==> src/rtl/axi_node_pkg.sv <==
// Shared AXI node helpers: ID field split and FIFO count width.
package axi_node_pkg;
  localparam int MAX_TARG = 32;
  localparam int MAX_ID_W = 40;

  // Count needs one extra bit so that "full" (count == depth) is representable.
  function automatic int cnt_w(input int depth);
    return $clog2(depth) + 1;
  endfunction

  // One-hot port field sits in the low n_targ bits of an ID.
  function automatic logic [MAX_TARG-1:0] id_onehot(input logic [MAX_ID_W-1:0] id,
                                                    input int n_targ);
    logic [MAX_TARG-1:0] mask;
    mask = (MAX_TARG'(1) << n_targ) - MAX_TARG'(1);
    return id[MAX_TARG-1:0] & mask;
  endfunction

  // Binary port index sits above the one-hot field.
  function automatic logic [7:0] id_index(input logic [MAX_ID_W-1:0] id,
                                          input int n_targ, input int log_n);
    logic [MAX_ID_W-1:0] sh;
    sh = id >> n_targ;
    return sh[7:0] & ((8'(1) << log_n) - 8'(1));
  endfunction
endpackage

==> src/rtl/generic_fifo_sync.sv <==
// Synchronous FIFO with occupancy count; pushes while full and pops while
// empty are ignored.
module generic_fifo_sync
  import axi_node_pkg::*;
#(
  parameter int DATA_W = 8,
  parameter int DEPTH  = 8,
  parameter int CNT_W  = cnt_w(DEPTH)
) (
  input  logic              clk,
  input  logic              rst,
  input  logic              push,
  input  logic [DATA_W-1:0] data_in,
  input  logic              pop,
  output logic [DATA_W-1:0] data_out,
  output logic              full,
  output logic              empty,
  output logic [CNT_W-1:0]  count
);
  localparam int PTR_W = $clog2(DEPTH);

  logic [DATA_W-1:0] mem [DEPTH];
  logic [PTR_W-1:0]  wr_ptr, rd_ptr;
  logic              do_push, do_pop;

  assign full     = (count == CNT_W'(DEPTH));
  assign empty    = (count == '0);
  assign do_push  = push && !full;
  assign do_pop   = pop && !empty;
  assign data_out = mem[rd_ptr];

  // Pointers wrap naturally because DEPTH is a power of two.
  always_ff @(posedge clk) begin
    if (rst) begin
      wr_ptr <= '0;
      rd_ptr <= '0;
      count  <= '0;
    end else begin
      if (do_push) wr_ptr <= wr_ptr + PTR_W'(1);
      if (do_pop)  rd_ptr <= rd_ptr + PTR_W'(1);
      count <= count + CNT_W'(do_push) - CNT_W'(do_pop);
    end
  end

  // Storage needs no reset; an entry is only read after it was written.
  always_ff @(posedge clk) begin
    if (do_push) mem[wr_ptr] <= data_in;
  end
endmodule

==> src/rtl/axi_w_id_fifo.sv <==
// W-channel steering: queues granted AW IDs and routes the W burst of the
// head ID's port to the master side. Define AXI_W_ID_FIFO_FALLTHROUGH_EN to
// let an ID pushed into an empty FIFO steer W in the same cycle.
module axi_w_id_fifo
  import axi_node_pkg::*;
#(
  parameter int N_TARG_PORT = 7,
  parameter int LOG_N_TARG  = $clog2(N_TARG_PORT),
  parameter int FIFO_DEPTH  = 8,
  parameter int AXI_DATA_W  = 64,
  parameter int AXI_USER_W  = 6
) (
  input  logic                                       clk,
  input  logic                                       rst,
  input  logic                                       push_ID_i,
  input  logic [LOG_N_TARG+N_TARG_PORT-1:0]          ID_i,
  output logic                                       grant_FIFO_ID_o,
  input  logic [N_TARG_PORT-1:0][AXI_DATA_W-1:0]     wdata_i,
  input  logic [N_TARG_PORT-1:0][AXI_DATA_W/8-1:0]   wstrb_i,
  input  logic [N_TARG_PORT-1:0]                     wlast_i,
  input  logic [N_TARG_PORT-1:0][AXI_USER_W-1:0]     wuser_i,
  input  logic [N_TARG_PORT-1:0]                     wvalid_i,
  output logic [N_TARG_PORT-1:0]                     wready_o,
  output logic [AXI_DATA_W-1:0]                      wdata_o,
  output logic [AXI_DATA_W/8-1:0]                    wstrb_o,
  output logic                                       wlast_o,
  output logic [AXI_USER_W-1:0]                      wuser_o,
  output logic                                       wvalid_o,
  input  logic                                       wready_i
);
  localparam int ID_W  = LOG_N_TARG + N_TARG_PORT;
  localparam int CNT_W = cnt_w(FIFO_DEPTH);

  logic [ID_W-1:0]        head_id, sel_id;
  logic [CNT_W-1:0]       fifo_cnt;
  logic [N_TARG_PORT-1:0] sel_oh;
  logic                   full, empty, fifo_push, fifo_pop, hs_last, sel_act;

`ifdef AXI_W_ID_FIFO_FALLTHROUGH_EN
  // An empty FIFO lets the incoming ID steer directly; if its single-beat
  // burst completes right away the ID is consumed without being stored.
  assign sel_act   = !rst && (!empty || push_ID_i);
  assign sel_id    = empty ? ID_i : head_id;
  assign fifo_push = push_ID_i && !full && !(empty && hs_last);
`else
  assign sel_act   = !rst && !empty;
  assign sel_id    = head_id;
  assign fifo_push = push_ID_i && !full;
`endif

  assign fifo_pop        = hs_last && !empty;
  assign sel_oh          = sel_act ? N_TARG_PORT'(id_onehot(MAX_ID_W'(sel_id), N_TARG_PORT)) : '0;
  assign wvalid_o        = |(wvalid_i & sel_oh);
  assign wready_o        = sel_oh & {N_TARG_PORT{wready_i}};
  assign hs_last         = wvalid_o && wready_i && wlast_o;
  assign grant_FIFO_ID_o = rst || (fifo_cnt != CNT_W'(FIFO_DEPTH));

  generic_fifo_sync #(.DATA_W(ID_W), .DEPTH(FIFO_DEPTH), .CNT_W(CNT_W)) u_fifo (
    .clk      (clk),
    .rst      (rst),
    .push     (fifo_push),
    .data_in  (ID_i),
    .pop      (fifo_pop),
    .data_out (head_id),
    .full     (full),
    .empty    (empty),
    .count    (fifo_cnt)
  );

  // AND-OR mux of the selected lane; all zero when nothing is selected.
  always_comb begin
    wdata_o = '0;
    wstrb_o = '0;
    wuser_o = '0;
    wlast_o = 1'b0;
    for (int p = 0; p < N_TARG_PORT; p++) begin
      if (sel_oh[p]) begin
        wdata_o = wdata_o | wdata_i[p];
        wstrb_o = wstrb_o | wstrb_i[p];
        wuser_o = wuser_o | wuser_i[p];
        wlast_o = wlast_o | wlast_i[p];
      end
    end
  end
endmodule
==> config.mk <==
export PLATFORM = sky130hd
export DESIGN_NAME = axi_w_id_fifo
export DESIGN_NICKNAME = d
export VERILOG_FILES = /design/src/rtl/axi_node_pkg.sv /design/src/rtl/generic_fifo_sync.sv /design/src/rtl/axi_w_id_fifo.sv
export SDC_FILE = /design/constraint.sdc
export NUM_CORES = 1
export LEC_CHECK = 0
export CAP_MARGIN = 20
export CELL_PAD_IN_SITES_DETAIL_PLACEMENT = 0
export CELL_PAD_IN_SITES_GLOBAL_PLACEMENT = 1
export CORE_AREA = 8 8 254 256
export CTS_CLUSTER_DIAMETER = 200
export DETAILED_ROUTE_END_ITERATION = 10
export DIE_AREA = 0 0 262 264
export PLACE_DENSITY = 0.46
export SKIP_LAST_GASP = 1
export SLEW_MARGIN = 30
export SYNTH_ARGS = -nofsm -noshare
export SYNTH_HDL_FRONTEND = slang
export SYNTH_SLANG_ARGS = --single-unit
==> constraint.sdc <==
create_clock -name clk -period 9.15 [get_ports clk]
set_input_delay 1.83 -clock clk [delete_from_list [all_inputs] [get_ports clk]]
set_output_delay 1.83 -clock clk [all_outputs]
set_load 0.02 [all_outputs]
==> metrics.cfg, run 1 <==
[outcome]
status = completed

[logic_synthesis]
synth.net_count = 1166
avgSynthCellArea_sq_um = 9.598
synth_edf_count = 56
seq_area_frac_synth_pct = 34.70
async_reset_ff_share_pct = 0
ys.flop_type = edfxtp_1
syn_inst = 583
ys_ff_latch = 69
ys_types = 42
synth_warnings = 0
syn_area_sq_um = 5595

[floorplan]
die-width_um = 262
core_area_sq_um = 60800
row_count = 91
io_pins = 662
fp.dieH_um = 264
start_util_pct = 9.203
die_area_sq_um = 69170

[layout]
drive_gt1_share_pct = 4.060
num-fill-cells = 6671
syn2layout_area_growth_pct = 140.3
final_nets = 1786
layout_commonest_cell = clkdlybuf4s50_1
multi_input_area_sq_um = 3379
final_cell_mix = clkdlybuf4s50_1 (658), a22oi_1 (170), nand3_1 (81), a222oi_1 (80), edfxtp_1 (56)
regArea_sq_um = 1942

[global_route]
grt_usage_pct = 13.62
grt_remaining_overflow = 0
grt_pass1_wl_um = 68030
grt_max_degree = 78
grt_pass1_vias = 8710
antenna_found_initial = 17

[placement]
place_hpwl_um = 41080
io_buffer_count = 658
place_congestion = 0.8451

[routing]
drc = 0
viasPerCell = 4.144
dr.pass1.iters = 8
ant_nets = 0
avgRoutedWirePerCell_um = 25.51
wl_um = 51280
drtIter0Drc = 790
vias = 8329

[worst_setup_path]
cp.arrival_ps = 5400
cp-start-kind = input port
crit_buf_inv = 3
endpoint_kind = output port
critPathLaunch = rst
crit_chain = clkdlybuf4s50_1 > a21oi_1 > and3_4 > a222oi_1 > and3_1 > inv_2 > clkdlybuf4s50_1
critPathKind = in2out
path_common_cell = clkdlybuf4s50_1
cp.required_ps = 7320
critPathMaxFanout = 55
r2r_start = u_fifo.count[2]$_SDFF_PP0_
critical_path.max_stage_delay_ps = 880
cp_slowest_cell = and3_4
crit_family = buffers and inverters

[timing]
grt_setup_unrepaired = false
hold_slack_ps = 458.6
worst_pin_slew_ps = 941.8
fin_crit_sh_pct = 79.04
setup_tns_ps = 0
finalHoldViolCount = 0
drv_slew = 0
fin_worst_skew_ps = 4.757
setup_violations = 0
slew_headroom_pct = 37.21
min_period_ps = 7232
max_freq_mhz = 138.3

[clocking]
postCtsHoldBufs = 0
post_cts_buffers = 0
post_cts_resized = 0
ctsHtreeMaxLevel = 3
cts_root_buf = clkbuf_16
cts_tree = yes
clock_path_buffers = 2
cts_sinks = 69
clk_latency_ps = 330
numCtsBuffers = 9
path_clk_slew_ps = 50

[worst_hold_path]
hp-start = u_fifo.rd_ptr[2]$_SDFFE_PP0P_
hold_class = reg2reg

[power_and_ir_drop]
vdd_ir_drop_max_v = 0.0001123
power_density_nw_per_um2 = 230.1
p_leak_nw = 4.460

[job]
cap_viol_max_count = 0

-- power breakdown --
group,internal (mW),leakage (nW),switching (mW)
sequential,0.366,0.614,0.0107
clock,0.234,0.153,0.119
combinational,1.07,3.69,1.29
total,1.67,4.46,1.42
-- through the flow --
stage | worst slack, ps | utilization, % | area (sq um) | cells | power (mW)
5_1_grt | 1787 | 22.10 | 13440 | 2008 | 3.270
6_report | 1918 | 22.11 | 13440 | 2010 | 3.093
3_5_place_dp | 1842 | 21.56 | 13110 | 1982 | 2.787
4_1_cts | 1837 | 22.06 | 13410 | 1997 | 3.153
3_3_place_gp | 1832 | 21.56 | 13110 | 1982 | 2.800
2_1_floorplan | 4145 | - | 5595 | 583 | 1.523
-- state kept, by name (all words and copies together) (netlist names), named ones only --
signal / cells
u_fifo.wr_ptr: 3
u_fifo.count: 4
u_fifo.mem: 56
u_fifo.rd_ptr: 3
-- kinds of logic (layout without fill, tap and decap cells) --
group,count (synthesis),in the layout,synth area share (%)
AOI/OAI and AO/OA,262,262,38.53
and+or+nand+nor,135,135,12.70
buffers and inverters,74,698,5.635
DFF,69,69,34.70
muxes,31,31,5.814
adders and majority gates,9,9,2.147
xor gates and xnor gates,3,3,0.4697
other,0,13,0
-- worst register-to-register path, cell delays in order (launching register included) --
cell	delay, ps
dfxtp_1	300
inv_1	60
ha_1	230
a21oi_1	530
and3_4	880
a222oi_1	330
and3_1	310
nor2_2	220
ha_1	260
inv_1	60
ha_1	190
fa_1	410
nor2b_1	130
-- metal layers --
| layer | GRT usage, % | wire length (um) | vias up | share of wire, % |
|---|---|---|---|---|
| met5 | 0 | 43 | - | 0.084 |
| met4 | 4.163 | 1045 | 6 | 2.0 |
| met3 | 3.110 | 3615 | 62 | 7.0 |
| met2 | 25.44 | 27110 | 417 | 53 |
| met1 | 15.03 | 19470 | 4041 | 38 |
| li1 | - | - | 3803 | - |
-- synth_stat cells, types with 2 or more instances --
master | n | area share (%)
dfxtp_1 | 13 | 4.7
a22o_1 | 2 | 0.31
nor2b_1 | 3 | 0.34
a222oi_1 | 80 | 14
buf_6 | 2 | 0.40
a21o_1 | 2 | 0.27
and3_1 | 6 | 0.67
edfxtp_1 | 56 | 30
buf_2 | 14 | 1.3
xnor2_1 | 2 | 0.31
inv_1 | 6 | 0.40
nand2_1 | 7 | 0.47
ha_1 | 8 | 1.8
nor2_1 | 13 | 0.87
nand3_1 | 81 | 7.2
buf_1 | 7 | 0.47
a22oi_1 | 170 | 23
clkbuf_1 | 42 | 2.8
a21oi_1 | 4 | 0.36
mux2i_1 | 28 | 5.0
nand2b_1 | 7 | 0.78
nor3_1 | 2 | 0.18
and2_1 | 9 | 1.0
-- final cells by class --
type	instances	share of cell area (%)
Timing Repair Buffer	676	50.37
Multi-Input combinational cell	440	25.14
Sequential cell	69	14.44
Tap cell	790	7.352
Clock buffer	9	1.675
Clock inverter	6	0.5863
Antenna cell	13	0.2420
Inverter	7	0.1954
-- final timing paths --
check                                                     end  slack [ps]  cells after the start
worst min-delay path            u_fifo.rd_ptr[2]$_SDFFE_PP0P_         460                      1
worst max register to register     u_fifo.count[1]$_SDFF_PP0_        5090                     12
worst max-delay path                                  wlast_o        1920                      7
worst min register to register  u_fifo.rd_ptr[2]$_SDFFE_PP0P_         460                      1
No activity file was read; power rests on OpenSTA's default activity.
==> run 2, diff against run 1 <==
Settings changed: CORE_AREA 8 8 254 256 to 8 8 253 255, DIE_AREA 0 0 262 264 to 0 0 261 263, PLACE_DENSITY 0.46 to 0.48.
Clock period 9.15 ns to 6 ns, I/O delays scaled along.
==> metrics.cfg, run 2 (same netlist as run 1, synthesis figures left out) <==
[job]
cap_viol_max_count = 0  ; unchanged

[routing]
wl_um = 52350  ; +2.1%
ant_nets = 0  ; unchanged
avgRoutedWirePerCell_um = 26.02  ; +2.0%
vias = 8376  ; +0.56%
viasPerCell = 4.163  ; +0.46%
dr.pass1.iters = 8  ; unchanged
drtIter0Drc = 784  ; -0.76%
drc = 0  ; unchanged

[power_and_ir_drop]
seq_power_share_pct = 12.4  ; +0.2 points
p_leak_nw = 4.520  ; +1.3%
switching_share_pct = 46.55  ; +0.57 points
power.switching_mw = 2.205  ; +55%
power_density_nw_per_um2 = 349.6  ; +52%
pwr-share-clk_pct = 9.7  ; -1.7 points
internal-power_mw = 2.532  ; +52%
vdd_ir_drop_max_v = 0.0001464  ; +30%
p_comb_share_pct = 77.9  ; +1.5 points

[worst_setup_path]
cp.arrival_ps = 3930  ; -1470 ps
critPathLaunch = rst
critPathKind = in2out
endpoint_kind = output port
critPathMaxFanout = 73  ; +33%
ff2ff_path_depth = 14  ; +2
cp.required_ps = 4800  ; -2520 ps
timing.rr.end = u_fifo.count[2]$_SDFF_PP0_
critPathCapture = wdata_o[49]
rrSetupSlack_ps = 1870  ; -3220 ps
cp-start-kind = input port

[global_route]
grt_usage_pct = 14.06  ; +0.44 points
grt_max_degree = 74  ; -5.1%
grt_pass1_wl_um = 69850  ; +2.7%
grt_pass1_vias = 8741  ; +0.36%
grt_remaining_overflow = 0  ; unchanged
antenna_found_initial = 14  ; -3

[layout]
multi_input_area_sq_um = 3377  ; about the same
final_cell_mix = clkdlybuf4s50_1 (656), a22oi_1 (170), nand3_1 (81), a222oi_1 (80), edfxtp_1 (56)
regArea_sq_um = 1942  ; unchanged
largestRegisters = u_fifo.mem x56, u_fifo.count x4
stdcell_count = 2012  ; +0.10%
syn2layout_area_growth_pct = 142.2
regMostFlops = u_fifo.mem
largest_reg_flops = 56  ; unchanged
drive_gt1_share_pct = 5.000  ; +0.94 points
layout_commonest_cell = clkdlybuf4s50_1
final_nets = 1799  ; +0.73%
final_util_pct = 22.62  ; +0.51 points
num-fill-cells = 6558  ; -1.7%

[clocking]
numCtsBuffers = 9  ; unchanged
cts_sinks = 69  ; unchanged
clock_path_buffers = 2  ; unchanged
cts_tree = yes
clk_latency_ps = 330  ; about the same
path_clk_slew_ps = 50  ; about the same
post_cts_buffers = 0  ; unchanged
postCtsHoldBufs = 0  ; unchanged
cts_root_buf = clkbuf_16
ctsHtreeMaxLevel = 3  ; unchanged
post_cts_resized = 0  ; unchanged

[timing]
fin_crit_sh_pct = 85.46
hold_slack_ps = 463.0  ; +4.463 ps
setup_violations = 0  ; unchanged
slew_headroom_pct = 43.50  ; +6.3 points
fin_worst_skew_ps = 3.806  ; -0.9511 ps
finalHoldViolCount = 0  ; unchanged
worst_pin_slew_ps = 844.4  ; -97.38 ps
setup_tns_ps = 0  ; unchanged
max_freq_mhz = 195.0
drv_slew = 0  ; unchanged
grt_setup_unrepaired = false
min_period_ps = 5128

[outcome]
status = completed

[floorplan]
start_util_pct = 9.340  ; +0.14 points
core_area_sq_um = 59910  ; -1.5%
row_count = 90  ; -1.1%
io_pins = 662  ; unchanged
fp.dieH_um = 263  ; -0.38%
die-width_um = 261  ; -0.38%
die_area_sq_um = 68640  ; -0.76%

[worst_hold_path]
holdPathStages = 1  ; unchanged
hold_class = reg2reg

[placement]
place_congestion = 0.8728  ; +3.3%
io_buffer_count = 658  ; unchanged
place_hpwl_um = 42780  ; +4.1%
dp.cells = 1987  ; +0.25%

==> run 2: worst min path at each step <==
stage                                              from                             to
after global routing      u_fifo.rd_ptr[2]$_SDFFE_PP0P_  u_fifo.rd_ptr[2]$_SDFFE_PP0P_
after global placement    u_fifo.rd_ptr[2]$_SDFFE_PP0P_  u_fifo.rd_ptr[2]$_SDFFE_PP0P_
after detailed placement  u_fifo.rd_ptr[2]$_SDFFE_PP0P_  u_fifo.rd_ptr[2]$_SDFFE_PP0P_
after CTS                 u_fifo.rd_ptr[2]$_SDFFE_PP0P_  u_fifo.rd_ptr[2]$_SDFFE_PP0P_
final                     u_fifo.rd_ptr[2]$_SDFFE_PP0P_  u_fifo.rd_ptr[2]$_SDFFE_PP0P_
after floorplan           u_fifo.rd_ptr[2]$_SDFFE_PP0P_                      flip-flop
==> run 2: power groups by stage <==
stage	logic, mW	registers (mW)	clock network, mW
floorplan	1.74	0.581	0
global placement	3.77	0.598	0
detailed placement	3.76	0.599	0
CTS	3.77	0.589	0.464
global route	3.92	0.593	0.485
finish	3.69	0.588	0.458
==> run 2: per-layer routing <==
metal  share of wire (%)  GRT usage (%)
met5               0.052              0
met2                  53          26.49
met1                  38          15.31
met4                 1.6          3.672
met3                 7.6          3.693
==> run 2: worst max-delay path: stages <==
cell and delay (ps):
clkdlybuf4s50_1 440, buf_4 200, a21o_1 230, nor3_4 260
buf_12 320, a22oi_1 280, nand3_1 150, clkdlybuf4s50_1 660
==> run 2: per-stage QoR <==
step	total power [mW]	cell area, sq um	setup slack (ps)
floorplan	2.322	5595	2255
global placement	4.366	13270	812.1
detailed placement	4.356	13270	829.6
CTS	4.827	13520	827.0
global route	5.002	13550	753.3
finish	4.737	13550	872.2
==> run 2: layout make-up <==
cell class	instances	area share (%)
diodes	10	0.1847
clock buffers	12	1.745
clock inverters	3	0.1016
inverters	7	0.1939
multi-input cells	440	24.92
flip-flops and latches	69	14.33
well taps	782	7.221
repair buffers	689	51.30
==> run 3, diff against run 2 <==
Settings changed: SKIP_CTS_REPAIR_TIMING from default to 1.
==> results of run 3 <==
The final DEF is identical to that of run 2; final timing and power are the same.
==> patch, RTL diff (config.mk and constraints of run 3) <==
Add a define of `AXI_W_ID_FIFO_FALLTHROUGH_EN`.
--- a/src/rtl/axi_w_id_fifo.sv
+++ b/src/rtl/axi_w_id_fifo.sv
@@ -1,6 +1,8 @@
 // W-channel steering: queues granted AW IDs and routes the W burst of the
 // head ID's port to the master side. Define AXI_W_ID_FIFO_FALLTHROUGH_EN to
 // let an ID pushed into an empty FIFO steer W in the same cycle.
+`define AXI_W_ID_FIFO_FALLTHROUGH_EN
+
 module axi_w_id_fifo
   import axi_node_pkg::*;
 #(
Function: changed (Yosys sat finds a counterexample within 4 cycles, from zero or initial values and one cycle with rst high).
==> patch against run 3 <==
  * Sequential cell count unchanged
  * Combinational power up 33%
  * Power up 26%
  * Final area up 3.1%
  * Worst setup slack worse by 0.14 ns
  * Die area unchanged
  * Wire length down 2.7%
  * Synthesized area up 7.4%
  * Clock power up 1%
  * Sequential power up 6.0%
  * Largest power group unchanged
==> patch: results (changes against run 3) <==
Global routing
  • GRT Util Overall: 0.137 (-0.00382)
  • Vias in the first global route: 9361 (+7.1%)
  • Largest net degree at the start of global routing: 51 (-31%)
  • Initial antenna violation count: 12 (-2)
  • First-pass GRT wire length: 69.4 mm (-0.65%)

Synth
  • Netlist cell types: 48 (+14%)
  • Number of synthesized flops with an enable pin: 56 (unchanged)
  • Async SR Flop Fraction: 0 (unchanged)
  • Main area contributors after synthesis: edfxtp_1, a22o_1, a221oi_1
  • Most frequent cell after synthesis: nand2_1
  • Register area share after synthesis: 0.323 (-0.0239)
  • Synth cell count leaders: nand2_1, a22o_1, a221oi_1, a22oi_1, nand3_1
  • Syn_nets: 1245 (+6.8%)

Place
  • Pre-CTS setup slack: 0.710 ns (-0.120 ns)
  • Post-DP HPWL: 41.7 mm (-2.6%)
  • IO buf count: 658 (unchanged)
  • RD Place Congestion: 0.821 (-5.9%)
  • Placed Area: 13700 sq um (+3.2%)

STA
  • Final Skew: 0.00747 ns (+0.00366 ns)
  • Period utilization: 0.877 (+0.0227)
  • Worst slew pin tran: 0.845 ns (+0.0000683 ns)

Setup path
  • Slowest cell on crit path: clkdlybuf4s50_1
  • Largest fanout on the critical path: 35 (-52%)
  • Critical Path AT: 4.06 ns (+0.13 ns)
  • R2r setup slk: 1.73 ns (-0.14 ns)
  • Reg2reg end: u_fifo.mem[5][2]$_DFFE_PP_
  • R2R depth: 8 (-6)

Clocking
  • CTS Buf Count: 9 (unchanged)
  • H-tree depth: 3 (unchanged)

Detailed routing
  • WL final: 50.9 mm (-2.7%)
  • DR iter-0 viols: 501 (-36%)
  • Vias per cell: 4.20 (+0.86%)
  • Pre-antenna DRT Iters: 5 (-3)

Finish
  • Nets: 1871 (+4.0%)
  • Share of cells above drive strength 1: 0.0518 (+0.00178)

Power
  • Leakage power: 4.76 nW (+5.3%)
  • Max VDD drop: 0.248 mV (+70%)

Run status
  • Outcome: finished, final reports clean

Hold path
  • Hold path depth: 1 (unchanged)
==> patch: cell count changes after synthesis, moves of 5 or more <==
cell,run 3,this run
a221oi_1,0,78
buf_2,14,3
mux2i_1,28,15
a21oi_1,4,9
a22oi_1,170,78
a222oi_1,80,0
mux4_2,1,10
and3_1,6,0
a22o_1,2,80
nand2_1,7,86
clkbuf_1,42,56
==> patch: logic make-up (layout without fill, tap and decap cells) <==
kind of cell | after synthesis | after routing | share of synthesized area
AOI/OAI and AO/OA | 271 | 271 | 0.376
and+or+nand+nor | 208 | 208 | 0.164
buffers and inverters | 78 | 709 | 0.0512
DFF | 69 | 69 | 0.323
muxes | 25 | 25 | 0.0625
adders and majority gates | 8 | 8 | 0.0179
xor gates and xnor gates | 4 | 4 | 0.00583
other | 0 | 8 | 0
==> patch: worst max path at each step <==
stage | to | cells after the start | from
after CTS | wdata_o[42] | 9 | push_ID_i
final | wstrb_o[3] | 9 | push_ID_i
after detailed placement | wdata_o[42] | 9 | push_ID_i
after global placement | wdata_o[40] | 9 | push_ID_i
after floorplan | wdata_o[53] | 7 | push_ID_i
after global routing | wdata_o[42] | 9 | push_ID_i
==> patch: power by group <==
group,switching (mW),leakage (nW),internal [mW]
sequential,0.0452,0.614,0.577
clock,0.189,0.127,0.274
combinational,2.73,4.02,2.17
==> patch: routing by layer <==
| metal | vias to the layer above | share of wire | track usage |
|---|---|---|---|
| li1 | 3997 | - | - |
| met1 | 4205 | 0.39 | 0.153 |
| met2 | 487 | 0.49 | 0.244 |
| met3 | 53 | 0.092 | 0.0433 |
| met4 | 8 | 0.030 | 0.0435 |
| met5 | - | 0.00094 | 0 |
==> patch: final cells by class <==
| type | count | area [sq um] |
|---|---|---|
| Fill cell | 6575 | 45900 |
| Timing Repair Buffer | 684 | 6940 |
| Multi-Input combinational cell | 516 | 3800 |
| Sequential cell | 69 | 1940 |
| Tap cell | 782 | 978 |
| Clock buffer | 10 | 229 |
| Inverter | 9 | 33.8 |
| Clock inverter | 6 | 30.0 |
| Antenna cell | 8 | 20.0 |
==> patch: worst max-delay path: cells and delay by family <==
kind                   cells  cell delay (ns)
buffers and inverters      3             1.42
AND/OR/NAND/NOR            2             0.31
AO/OA/AOI/OAI              4             1.07
==> patch: per-stage QoR <==
stage	hold WS, ns	instances
final	0.460	2084
after global routing	0.507	2082
after CTS	0.464	2076
after detailed placement	0.454	2060
after global placement	0.452	2060
after floorplan	0.434	663
